File: src/rtl/snn_timestep_scheduler.sv
// snn_timestep_scheduler
// Runs one SNN timestep at a time. NUM_SRC spike requesters share the neuron array's single
// spike input through a round-robin arbiter that feeds one registered output stage.
// After the host closes the timestep, the block drains in-flight events. It then waits for
// SETTLE_CYCLES consecutive idle array cycles and pulses ts_done.
//
// Ports:
//   clk, rst             clock, asynchronous active-high reset
//   enable               low freezes the FSM and blocks grants; a pending output still drains
//   ts_start, ts_close   timestep control pulses (start in IDLE, close in RUN)
//   src_*                per-source event bundles (packed, source i at slice i)
//   src_ready            one-hot combinational grant
//   m_spike_*            registered event stream to the array
//   array_busy           array activity status
//   ts_done              one-cycle end-of-timestep pulse
//   timestep_count       completed timesteps (wrapping)
//   event_count          events forwarded in the current or last timestep (saturating)
//   sched_busy           high whenever the FSM is not idle
module snn_timestep_scheduler #(
  parameter int unsigned NUM_SRC         = 4,
  parameter int unsigned NEURON_ID_WIDTH = 6,
  parameter int unsigned WEIGHT_WIDTH    = 8,
  parameter int unsigned SETTLE_CYCLES   = 4,
  parameter int unsigned TS_WIDTH        = 16,
  parameter int unsigned EVT_CNT_WIDTH   = 16
) (
  input  logic                               clk,
  input  logic                               rst,
  input  logic                               enable,
  input  logic                               ts_start,
  input  logic                               ts_close,
  input  logic [NUM_SRC-1:0]                 src_valid,
  input  logic [NUM_SRC*NEURON_ID_WIDTH-1:0] src_dest_id,
  input  logic [NUM_SRC*WEIGHT_WIDTH-1:0]    src_weight,
  input  logic [NUM_SRC-1:0]                 src_exc_inh,
  output logic [NUM_SRC-1:0]                 src_ready,
  output logic                               m_spike_valid,
  output logic [NEURON_ID_WIDTH-1:0]         m_spike_dest_id,
  output logic [WEIGHT_WIDTH-1:0]            m_spike_weight,
  output logic                               m_spike_exc_inh,
  input  logic                               m_spike_ready,
  input  logic                               array_busy,
  output logic                               ts_done,
  output logic [TS_WIDTH-1:0]                timestep_count,
  output logic [EVT_CNT_WIDTH-1:0]           event_count,
  output logic                               sched_busy
);

  localparam int unsigned PtrW = $clog2(NUM_SRC);
  localparam int unsigned SetW = $clog2(SETTLE_CYCLES + 1);

  typedef enum logic [2:0] {StIdle, StRun, StDrain, StSettle, StDone} state_e;

  state_e                      state_q, state_d;
  logic [PtrW-1:0]             rr_q;
  logic [SetW-1:0]             settle_q, settle_d;
  logic                        vld_q;
  logic [NEURON_ID_WIDTH-1:0]  dest_q;
  logic [WEIGHT_WIDTH-1:0]     weight_q;
  logic                        exc_q;
  logic [TS_WIDTH-1:0]         ts_cnt_q;
  logic [EVT_CNT_WIDTH-1:0]    evt_cnt_q;

  logic                        grant_ok, found, xfer, evt_clr, ts_inc;
  logic [PtrW-1:0]             win_idx, rr_next;
  logic [PtrW:0]               sum;
  logic [NEURON_ID_WIDTH-1:0]  sel_dest;
  logic [WEIGHT_WIDTH-1:0]     sel_weight;
  logic                        sel_exc;

  // Round-robin search: first valid source at or after rr_q, wrapping.
  always_comb begin
    found   = 1'b0;
    win_idx = '0;
    sum     = '0;
    for (int unsigned k = 0; k < NUM_SRC; k++) begin
      sum = {1'b0, rr_q} + (PtrW + 1)'(k);
      if (sum >= (PtrW + 1)'(NUM_SRC)) sum = sum - (PtrW + 1)'(NUM_SRC);
      if (!found && src_valid[sum[PtrW-1:0]]) begin
        found   = 1'b1;
        win_idx = sum[PtrW-1:0];
      end
    end
  end

  // Output slot is free when empty or being consumed this cycle.
  assign grant_ok = !rst && enable && ((state_q == StRun) || (state_q == StDrain)) &&
                    (!vld_q || m_spike_ready);
  assign xfer     = grant_ok && found;
  assign rr_next  = (win_idx == PtrW'(NUM_SRC - 1)) ? '0 : win_idx + PtrW'(1);

  always_comb begin
    src_ready = '0;
    if (xfer) src_ready[win_idx] = 1'b1;
  end

  always_comb begin
    sel_dest   = '0;
    sel_weight = '0;
    sel_exc    = 1'b0;
    for (int unsigned i = 0; i < NUM_SRC; i++) begin
      if (win_idx == PtrW'(i)) begin
        sel_dest   = src_dest_id[i*NEURON_ID_WIDTH +: NEURON_ID_WIDTH];
        sel_weight = src_weight[i*WEIGHT_WIDTH +: WEIGHT_WIDTH];
        sel_exc    = src_exc_inh[i];
      end
    end
  end

  // Timestep FSM; enable=0 holds everything, including the settle count.
  always_comb begin
    state_d  = state_q;
    settle_d = settle_q;
    evt_clr  = 1'b0;
    ts_inc   = 1'b0;
    if (enable) begin
      case (state_q)
        StIdle: begin
          if (ts_start) begin
            state_d = StRun;
            evt_clr = 1'b1;
          end
        end
        StRun: begin
          if (ts_close) state_d = StDrain;
        end
        StDrain: begin
          if ((src_valid == '0) && !vld_q) begin
            state_d  = StSettle;
            settle_d = '0;
          end
        end
        StSettle: begin
          if (array_busy) begin
            settle_d = '0;
          end else begin
            settle_d = settle_q + SetW'(1);
            if (settle_d == SetW'(SETTLE_CYCLES)) state_d = StDone;
          end
        end
        StDone: begin
          state_d = StIdle;
          ts_inc  = 1'b1;
        end
        default: state_d = StIdle;
      endcase
    end
  end

  always_ff @(posedge clk or posedge rst) begin
    if (rst) begin
      state_q   <= StIdle;
      settle_q  <= '0;
      rr_q      <= '0;
      ts_cnt_q  <= '0;
      evt_cnt_q <= '0;
    end else begin
      state_q  <= state_d;
      settle_q <= settle_d;
      if (xfer) rr_q <= rr_next;
      if (ts_inc) ts_cnt_q <= ts_cnt_q + TS_WIDTH'(1);
      if (evt_clr) begin
        evt_cnt_q <= '0;
      end else if (xfer && (evt_cnt_q != {EVT_CNT_WIDTH{1'b1}})) begin
        evt_cnt_q <= evt_cnt_q + EVT_CNT_WIDTH'(1);
      end
    end
  end

  // Output stage: load on grant (also covers consume+reload), clear on bare consume.
  always_ff @(posedge clk or posedge rst) begin
    if (rst) begin
      vld_q    <= 1'b0;
      dest_q   <= '0;
      weight_q <= '0;
      exc_q    <= 1'b1;
    end else if (xfer) begin
      vld_q    <= 1'b1;
      dest_q   <= sel_dest;
      weight_q <= sel_weight;
      exc_q    <= sel_exc;
    end else if (m_spike_ready) begin
      vld_q <= 1'b0;
    end
  end

  assign m_spike_valid   = vld_q;
  assign m_spike_dest_id = dest_q;
  assign m_spike_weight  = weight_q;
  assign m_spike_exc_inh = exc_q;
  assign ts_done         = (state_q == StDone);
  assign sched_busy      = (state_q != StIdle);
  assign timestep_count  = ts_cnt_q;
  assign event_count     = evt_cnt_q;

endmodule

File: config.mk
export PLATFORM = sky130hd
export DESIGN_NAME = snn_timestep_scheduler
export DESIGN_NICKNAME = d
export VERILOG_FILES = /design/src/rtl/snn_timestep_scheduler.sv
export SDC_FILE = /design/constraint.sdc
export NUM_CORES = 1
export LEC_CHECK = 0
export ABC_AREA = 1
export CELL_PAD_IN_SITES_DETAIL_PLACEMENT = 1
export CELL_PAD_IN_SITES_GLOBAL_PLACEMENT = 1
export CORE_ASPECT_RATIO = 0.9
export CORE_MARGIN = 2
export CORE_UTILIZATION = 25
export CTS_BUF_LIST = sky130_fd_sc_hd__clkbuf_16
export CTS_CLUSTER_DIAMETER = 200
export DETAILED_ROUTE_END_ITERATION = 6
export GPL_ROUTABILITY_DRIVEN = 0
export PLACE_DENSITY = 0.63
export SLEW_MARGIN = 20
export SYNTH_ARGS = -nofsm -noshare
export SYNTH_HDL_FRONTEND = slang
export SYNTH_SLANG_ARGS = --single-unit
export TNS_END_PERCENT = 1
File: constraint.sdc
create_clock -name clk -period 4.78 [get_ports clk]
set_clock_uncertainty 0.2 [all_clocks]
set_input_delay 1.195 -clock clk [delete_from_list [all_inputs] [get_ports clk]]
set_output_delay 1.195 -clock clk [all_outputs]
set_load 0.05 [all_outputs]
Yosys cells after proc, flatten, opt, wreduce, memory -nomap -nowiden
Index checks and enable logic that the tools add are counted.
Word-level totals
  flip-flop bits (word level): 56
  input bits: 71
  output and inout bits: 54
  word-level logic and storage cells: 124
Cells by class
  $add $sub $neg: 11
  $lt $le $gt $ge: 10
  eq/ne operators: 14
  muxes and demuxes: 54
  reductions and logical operators: 26
Operators with widths (count)
  adder 16 x 1 -> 16 bit (second input constant): 2
  2-to-1 mux 16 bit: 2
  2-to-1 mux 8 bit: 4
  2-to-1 mux 6 bit: 4
  2-to-1 mux 3 bit: 7
  2-to-1 mux 1 bit: 20
  2-to-1 mux 2 bit: 9
  inequality test 16 bit (second input constant): 1
  < comparator 2 x 3 -> 1 bit (second input constant): 5
  one-hot mux 3 bit (4 select lines): 1
  logical AND 1 bit: 10
  greater-or-equal comparator 3 bit (second input constant): 3
  binary-select mux 1 bit (select 2 bit): 4
  inequality test 2 bit (second input constant): 4
  subtractor 2 x 1 -> 2 bit (second input constant): 4
  adder 2 x 2 -> 3 bit (second input constant): 2
  == test 3 x 2 -> 1 bit (second input constant): 2
  == test 3 bit (second input constant): 2
  one-hot mux 3 bit (2 select lines): 1
  AND reduction 6 bit: 1
  nonzero test 2 bit: 3
  zero test 1 bit: 5
  == test 2 bit (second input constant): 2
  zero test 4 bit: 1
  15 further kinds: 16

Logic depth before layout (Yosys ltp)
Gate-level depths: netlist of the first run.
  word-level depth: 19
  mapped depth: 18
  mapped depth without buffers: 16

Least setup slack after synthesis of the first run
No wires, ideal clock.
  kind: input-to-output
  from: input port src_valid[3]
  to: output port src_ready[3]
  arrival: 3.374 ns
  required time: 3.385 ns
  path slack: 0.011 ns
  cell stages on the path: 14
  buffers on the path: 2
  path through: inv_1 > nand2_1 > nand3_1 > nand2_1 > nor2_1 > nand3_1 > nand3_1 > o21ai_0 > inv_1 > ha_1 > clkbuf_1 > inv_1 > clkbuf_1 > nor2_1
Between the ends
  word-level cells in the longest chain between the ends: 17
  elaborated cells on any way between the ends: 29
  those cells by class: order compare (2); mux (19); reduce/logical (8)
Ends and longest elaborated chain
  from (decl): RTL line 32  | input logic [NUM_SRC-1:0] src_valid,
  binary-select mux 1 bit (select 2 bit): RTL line 79  | if (!found && src_valid[sum[PtrW-1:0]]) begin
  2-to-1 mux 1 bit (implied by the code): RTL line 79
  2-to-1 mux 1 bit: RTL line 79
  zero test 1 bit: RTL line 79
  logical AND 1 bit: RTL line 79
  2-to-1 mux 1 bit: RTL line 79
  zero test 1 bit: RTL line 79
  logical AND 1 bit: RTL line 79
  2-to-1 mux 1 bit: RTL line 79
  zero test 1 bit: RTL line 79
  logical AND 1 bit: RTL line 79
  2-to-1 mux 2 bit: RTL line 79
  < comparator 2 x 3 -> 1 bit (implied by the code) or greater-or-equal comparator 2 x 1 -> 1 bit (tied branches): RTL line 94  | if (xfer) src_ready[win_idx] = 1'b1;
  logical AND 1 bit (implied by the code): RTL line 94
  2-to-1 mux 1 bit (implied by the code): RTL line 94
  demux 1 bit (select 2 bit): RTL line 94
  2-to-1 mux 4 bit *: RTL line 94
  to (decl): RTL line 36  | output logic [NUM_SRC-1:0] src_ready,
Mark *: on every way between the ends. The rest lies on a longest branch, timed or not. The select of a mux whose other input is x is not followed.

Worst setup path in the final report of the first run
  from: input port src_valid[2]
  to: output port src_ready[3]
Same word-level chain as after synthesis.

==> results.txt, run 1 <==
Outcome = finished, final reports clean
Final #Nets = 730
Syn_area_per_cell = 6.97 sq um
Final WL = 13.0 mm
Global-route wire length before repair = 21.3 mm
Worst EP required = 3.38 ns
Worst-path clk slew = 0.07 ns
Max Root-Sink Buffers = 2
PwrDens = 632 nW/um^2
DRC viols = 0
Die X = 131 um
Fin. Hold Viols = 0
Crit path arrival time = 3.20 ns
Largest net degree at the start of global routing = 21
Leakage = 2.39 nW
Syn_nets = 603
Setup_tns = 0 ns
Dpl hpwl = 10.1 mm
Hold WC Path Type = reg2reg
FP Rows = 41
Port Buffers = 124
Pre-antenna DRT Iters = 5
Netlist cell types = 35
Layout cell share with drive strength beyond 1 = 7.98%
Post-synthesis sequential area ratio = 38.4%
Starting density of the core = 25.8%
IO Pins = 125
Final Max Slew Viols = 0
Fin crit share = 96.1%
Commonest non-fill, non-tap cell in the layout = nand2_1
Number of global-route vias before repair = 4171
Post-route ant nets = 0
Yosys reg bits = 56
Layout Utilization = 38.0%
Final Worst Setup Slack = 0.185 ns
Critical Path End Type = output pin
Multi-input logic area = 2010 sq um
Root buffer cell = clkbuf_16
Wire per inst = 15.3 um
Mapped Cells = 524
H-tree depth = 2
Worst IR drop on VDD = 0.216 mV
Synthesized area = 3650 sq um
Via density = 4.65
Max cap viols = 0
Initial antenna violation count = 0
Iter 0 DRT Violations = 179
Area growth syn-to-layout = 47.3%
FMAX = 218 MHz
Register area = 1400 sq um
Num CTS Buffers = 5
Antenna fix cells = 0
Actual slew at the worst max-slew pin = 0.707 ns
Fillers = 1738
Worst Path Max Fanout = 3
Ys Warns = 0
Commonest cells after routing, fill and taps aside = 152 x nand2_1, 119 x clkdlybuf4s50_1, 79 x nor2_1
Routed vias = 3930
# hold bufs at CTS = 0
Tmin final = 4.59 ns
# Post-CTS Setup Buffers = 0
Pre-CTS setup slack = -0.0319 ns
Die Ht = 119 um
Skew-Pair Late Insertion Delay = 0.30 ns
GRT Total Usage = 16.6%
Grt ovf = 0
Crit path launch type = input port
CTS tree = built
Final setup fails = 0
Worst slew margin = 52.7%
Die Area = 15600 sq um
CTS sink count = 56
CORE AREA = 14200 sq um
Critical path type = in2out
[cells in the mapped netlist, drive strengths merged]
master | count | area share [%]
nand2 | 157 | 17
nor2 | 85 | 9.1
dfrtp | 55 | 38
inv | 47 | 5.0
a21oi | 34 | 4.7
nand3 | 26 | 3.9
o21ai | 21 | 2.9
nor3 | 16 | 2.6
o31ai | 15 | 3.1
xor2 | 15 | 3.6
nand4 | 14 | 2.4
buf | 10 | 1.7
ha | 8 | 2.7
clkbuf | 7 | 0.72
xnor2 | 6 | 1.4
a21o | 1 | 0.21
clkinv | 1 | 0.10
dfstp | 1 | 0.72
nand3b | 1 | 0.21
o211ai | 1 | 0.21
o21bai | 1 | 0.21
o41ai | 1 | 0.24
or2 | 1 | 0.17
[timing repair]
item | 4_1_cts | 5_1_grt
setup endpoints to repair | 1 | 4
gates resized for setup | 1 | 13
gates cloned | 0 | 0
[area by class of cell]
| type | instances | share of cell area [%] |
|---|---|---|
| multi-input combinational | 403 | 37.3 |
| timing repair buffer | 137 | 25.7 |
| inverter | 48 | 3.44 |
| clock inverter | 3 | 0.790 |
| tap | 193 | 4.48 |
| sequential | 56 | 26.0 |
| clock buffer | 5 | 2.32 |
[final timing paths]
path                                        start                 to  slack, ns  cells past startpoint
worst min register to register  m_spike_weight[4]  m_spike_weight[4]       0.29                      2
worst min-delay path            m_spike_weight[4]  m_spike_weight[4]       0.29                      2
max in group asynchronous                     rst  timestep_count[1]       2.59                      3
min in group asynchronous                     rst            rr_q[0]       1.14                      2
worst max-delay path                 src_valid[2]       src_ready[3]       0.19                     15
worst max register to register            rr_q[0]  m_spike_weight[2]       1.46                     18
[cell families (layout without fill, tap and decap cells)]
kind of cell	after synthesis	count (layout)	share of synthesized area (%)
buf+inv	65	193	7.46
flops	56	56	38.4
simple gates	300	300	34.9
fa+ha+maj	8	8	2.74
xor+xnor	21	21	5.03
compound gates	74	74	11.5
[layer usage]
metal  wire length, um  track usage, %  share of wire [%]
met4               147            3.13                1.1
met1              6100            21.9                 47
met2              6390            29.0                 49
met3               325            2.62                2.5
met5                 0               0                  0
[through the flow]
step                      power, mW  std cells  hold slack (ns)  instance area (sq um)
after detailed placement       2.99        837            0.272                   5190
after global routing           3.70        845            0.329                   5390
after floorplan                2.22        524            0.289                   3650
final                          3.41        845            0.288                   5390
after CTS                      3.44        845            0.292                   5360
after global placement         2.92        837            0.265                   5190
[flip-flops by register name, summed over array words and instances, names as in the netlist]
register and count:
timestep_count 16, settle_q 3, m_spike_exc_inh 1, event_count 16, rr_q 2, m_spike_dest_id 6
m_spike_valid 1, state_q 3, m_spike_weight 8
[critical path, stage by stage]
cell	delay, ns
clkdlybuf4s50_1	0.46
inv_2	0.09
nand2_1	0.07
nand3_1	0.12
nand2_2	0.09
nor2_2	0.12
nand3_1	0.12
nand3_1	0.10
o21ai_0	0.08
buf_4	0.15
inv_1	0.07
ha_1	0.18
inv_2	0.07
nor2_4	0.13
buf_12	0.15
[where the power goes]
| group | internal (mW) | leakage [nW] | switching, mW |
|---|---|---|---|
| clock network | 0.247 | 0.0798 | 0.187 |
| logic | 0.761 | 1.59 | 1.47 |
| registers | 0.605 | 0.729 | 0.133 |
No activity file was read; power rests on OpenSTA's default activity.
==> run 2: changes to the inputs <==
--- a/config.mk
+++ b/config.mk
@@ -15,9 +15,10 @@
 export CTS_CLUSTER_DIAMETER = 200
 export DETAILED_ROUTE_END_ITERATION = 6
 export GPL_ROUTABILITY_DRIVEN = 0
+export GPL_TIMING_DRIVEN = 0
 export PLACE_DENSITY = 0.63
 export SLEW_MARGIN = 20
 export SYNTH_ARGS = -nofsm -noshare
 export SYNTH_HDL_FRONTEND = slang
 export SYNTH_SLANG_ARGS = --single-unit
-export TNS_END_PERCENT = 1
+export TNS_END_PERCENT = 20
==> results.txt, run 2 (synthesis gave the netlist of run 1 again) <==
Outcome = finished, final reports clean
Number of global-route vias before repair = 4148 (-0.55%)
Pre-antenna DRT Iters = 4 (-1)
WHS = 0.283 ns (-0.00547 ns)
Worst slew margin = 62.9% (+10 points)
Fin crit share = 97.0% (+0.88 points)
Worst IR drop on VDD = 0.220 mV (+1.7%)
Dpl hpwl = 9.98 mm (-1.5%)
Actual slew at the worst max-slew pin = 0.554 ns (-0.153 ns)
Commonest non-fill, non-tap cell in the layout = nand2_1
Die X = 131 um (unchanged)
Crit-path cells = clkdlybuf4s50_1, inv_2, nand2_1, nand3_2, nand2_2, nor2_2, nand3_2, nand2_1, nand2_2, inv_2, ha_4, clkinvlp_4, nor2_1, buf_4
Seq pwr share = 20.5% (-1.2 points)
Critical path type = in2out
PwrDens = 651 nW/um^2 (+3.0%)
Worst-path clk slew = 0.07 ns (about the same)
Multi-input logic area = 2050 sq um (+1.9%)
Final setup fails = 0 (unchanged)
DRC viols = 0 (unchanged)
Final Max Slew Viols = 0 (unchanged)
CORE AREA = 14200 sq um (unchanged)
Root buffer cell = clkbuf_16
Crit path arrival time = 3.24 ns (+0.04 ns)
Die Ht = 119 um (unchanged)
Grt ovf = 0 (unchanged)
Register area = 1400 sq um (unchanged)
Via density = 4.58 (-1.6%)
Iter 0 DRT Violations = 127 (-29%)
Clock Power Share = 11.9% (-0.8 points)
Commonest cells after routing, fill and taps aside = 151 x nand2_1, 119 x clkdlybuf4s50_1, 80 x nor2_1
Worst Setup SP = src_valid[2]
Num CTS Buffers = 5 (unchanged)
Combinational Power Share = 67.6% (+2.0 points)
Placed cell areas = 5160 sq um (-0.53%)
Reg2reg end = m_spike_weight[3]
Leakage = 2.42 nW (+1.1%)
FP Rows = 41 (unchanged)
Tmin final = 4.64 ns (+0.0421 ns)
Hold path start = m_spike_dest_id[5]
Final Worst Setup Slack = 0.143 ns (-0.0421 ns)
Skew-Pair Late Insertion Delay = 0.30 ns (about the same)
WHS Endpoint = m_spike_dest_id[5]
Register-to-Register Path Depth = 18 (unchanged)
Final #Nets = 739 (+1.2%)
Starting density of the core = 25.8% (unchanged)
Net Switching = 1.85 mW (+3.1%)
Switching Fraction = 52.0% (-0.64 points)
Tot Pwr = 3.55 mW (+4.4%)
Global-route wire length before repair = 21.1 mm (-0.94%)
GRT Total Usage = 16.6% (about the same)
CTS tree = built
Max cap viols = 0 (unchanged)
Post-route ant nets = 0 (unchanged)
Hold depth = 2 (unchanged)
Worst EP required = 3.38 ns (about the same)
Wire per inst = 15.1 um (-1.5%)
RR Startpoint = rr_q[0]
Reg2reg setup slack = 1.65 ns (+0.19 ns)
Routed vias = 3912 (-0.46%)
H-tree depth = 2 (unchanged)
Final WL = 12.9 mm (-0.38%)
Critical Path End Type = output pin
Port Buffers = 124 (unchanged)
# hold bufs at CTS = 0 (unchanged)
Max Root-Sink Buffers = 2 (unchanged)
Pre-CTS setup slack = -1.33 ns (-1.30 ns)
Crit path launch type = input port
CTS sink count = 56 (unchanged)
Die Area = 15600 sq um (unchanged)
Fillers = 1771 (+1.9%)
Layout cell share with drive strength beyond 1 = 9.68% (+1.7 points)
IO Pins = 125 (unchanged)
Critical-path top delay cell = clkdlybuf4s50_1
FMAX = 216 MHz (-0.91%)
Worst Path Max Fanout = 7 (+4)
Cell-internal power = 1.71 mW (+5.8%)
Critical Path Max Stage Delay = 0.43 ns (-0.03 ns)
Area growth syn-to-layout = 49.4%
Fin. Hold Viols = 0 (unchanged)
Initial antenna violation count = 1 (+1)
Hold WC Path Type = reg2reg
Final Cell Area = 5460 sq um (+1.4%)
Largest net degree at the start of global routing = 32 (+52%)
run 2: cell count changes in the layout (fill, tap and decap cells not counted), sizes merged:
| cell | delta |
|---|---|
| buf | +4 |
| inv | -1 |
| clkdlybuf4s15 | +1 |
| clkinv | +1 |
| clkbuf | +4 |
| diode | +1 |
run 2: timing repair:
action,CTS,global route
pin swaps,1,2
endpoints found under the setup margin,4,4
resized for setup,41,12
buffers inserted,1,7
run 2: critical path: cells and delay by family:
family,cells,cell delay [ns]
simple gates,8,0.87
buf+inv,5,0.98
fa+ha+maj,1,0.19
run 2: how the worst max path moves through the flow:
stage / to / slack, ns / cells past startpoint
global route: src_ready[1] / -0.02 / 15
detailed placement: src_ready[3] / -1.33 / 15
finish: src_ready[3] / 0.14 / 14
floorplan: src_ready[3] / 0.01 / 14
global placement: src_ready[3] / -1.19 / 15
CTS: src_ready[1] / -0.009 / 15
run 2: per-layer routing:
layer / vias up / GRT usage [%] / wire length, um
met5: - / 0 / 0
met4: 0 / 2.99 / 104
met3: 9 / 3.35 / 405
met2: 55 / 28.9 / 6420
met1: 1885 / 21.6 / 5980
li1: 1963 / - / -
run 2: area by class of cell:
| type | count | share of cell area, % |
|---|---|---|
| multi-input combinational | 403 | 37.5 |
| sequential | 56 | 25.7 |
| timing repair buffer | 133 | 24.3 |
| tap | 193 | 4.42 |
| inverter | 48 | 3.55 |
| clock buffer | 5 | 2.29 |
| buffer | 13 | 1.56 |
| clock inverter | 3 | 0.688 |
| antenna | 1 | 0.0458 |
run 2: power by group through the flow:
stage | Sequential (mW) | Combinational, mW | Clock (mW)
after detailed placement | 0.736 | 2.17 | 0
after global routing | 0.750 | 2.66 | 0.459
final | 0.728 | 2.40 | 0.423
after global placement | 0.732 | 2.12 | 0
after floorplan | 1.05 | 1.16 | 0
after CTS | 0.729 | 2.30 | 0.444
run 2: metrics by stage:
stage                     setup TNS, ns  cells  utilization (%)
after floorplan                       0    524                -
after global placement            -3.66    841             36.3
after detailed placement          -4.25    842             36.4
after CTS                      -0.00861    847             37.9
after global routing            -0.0414    855             38.6
final                                 0    855             38.6
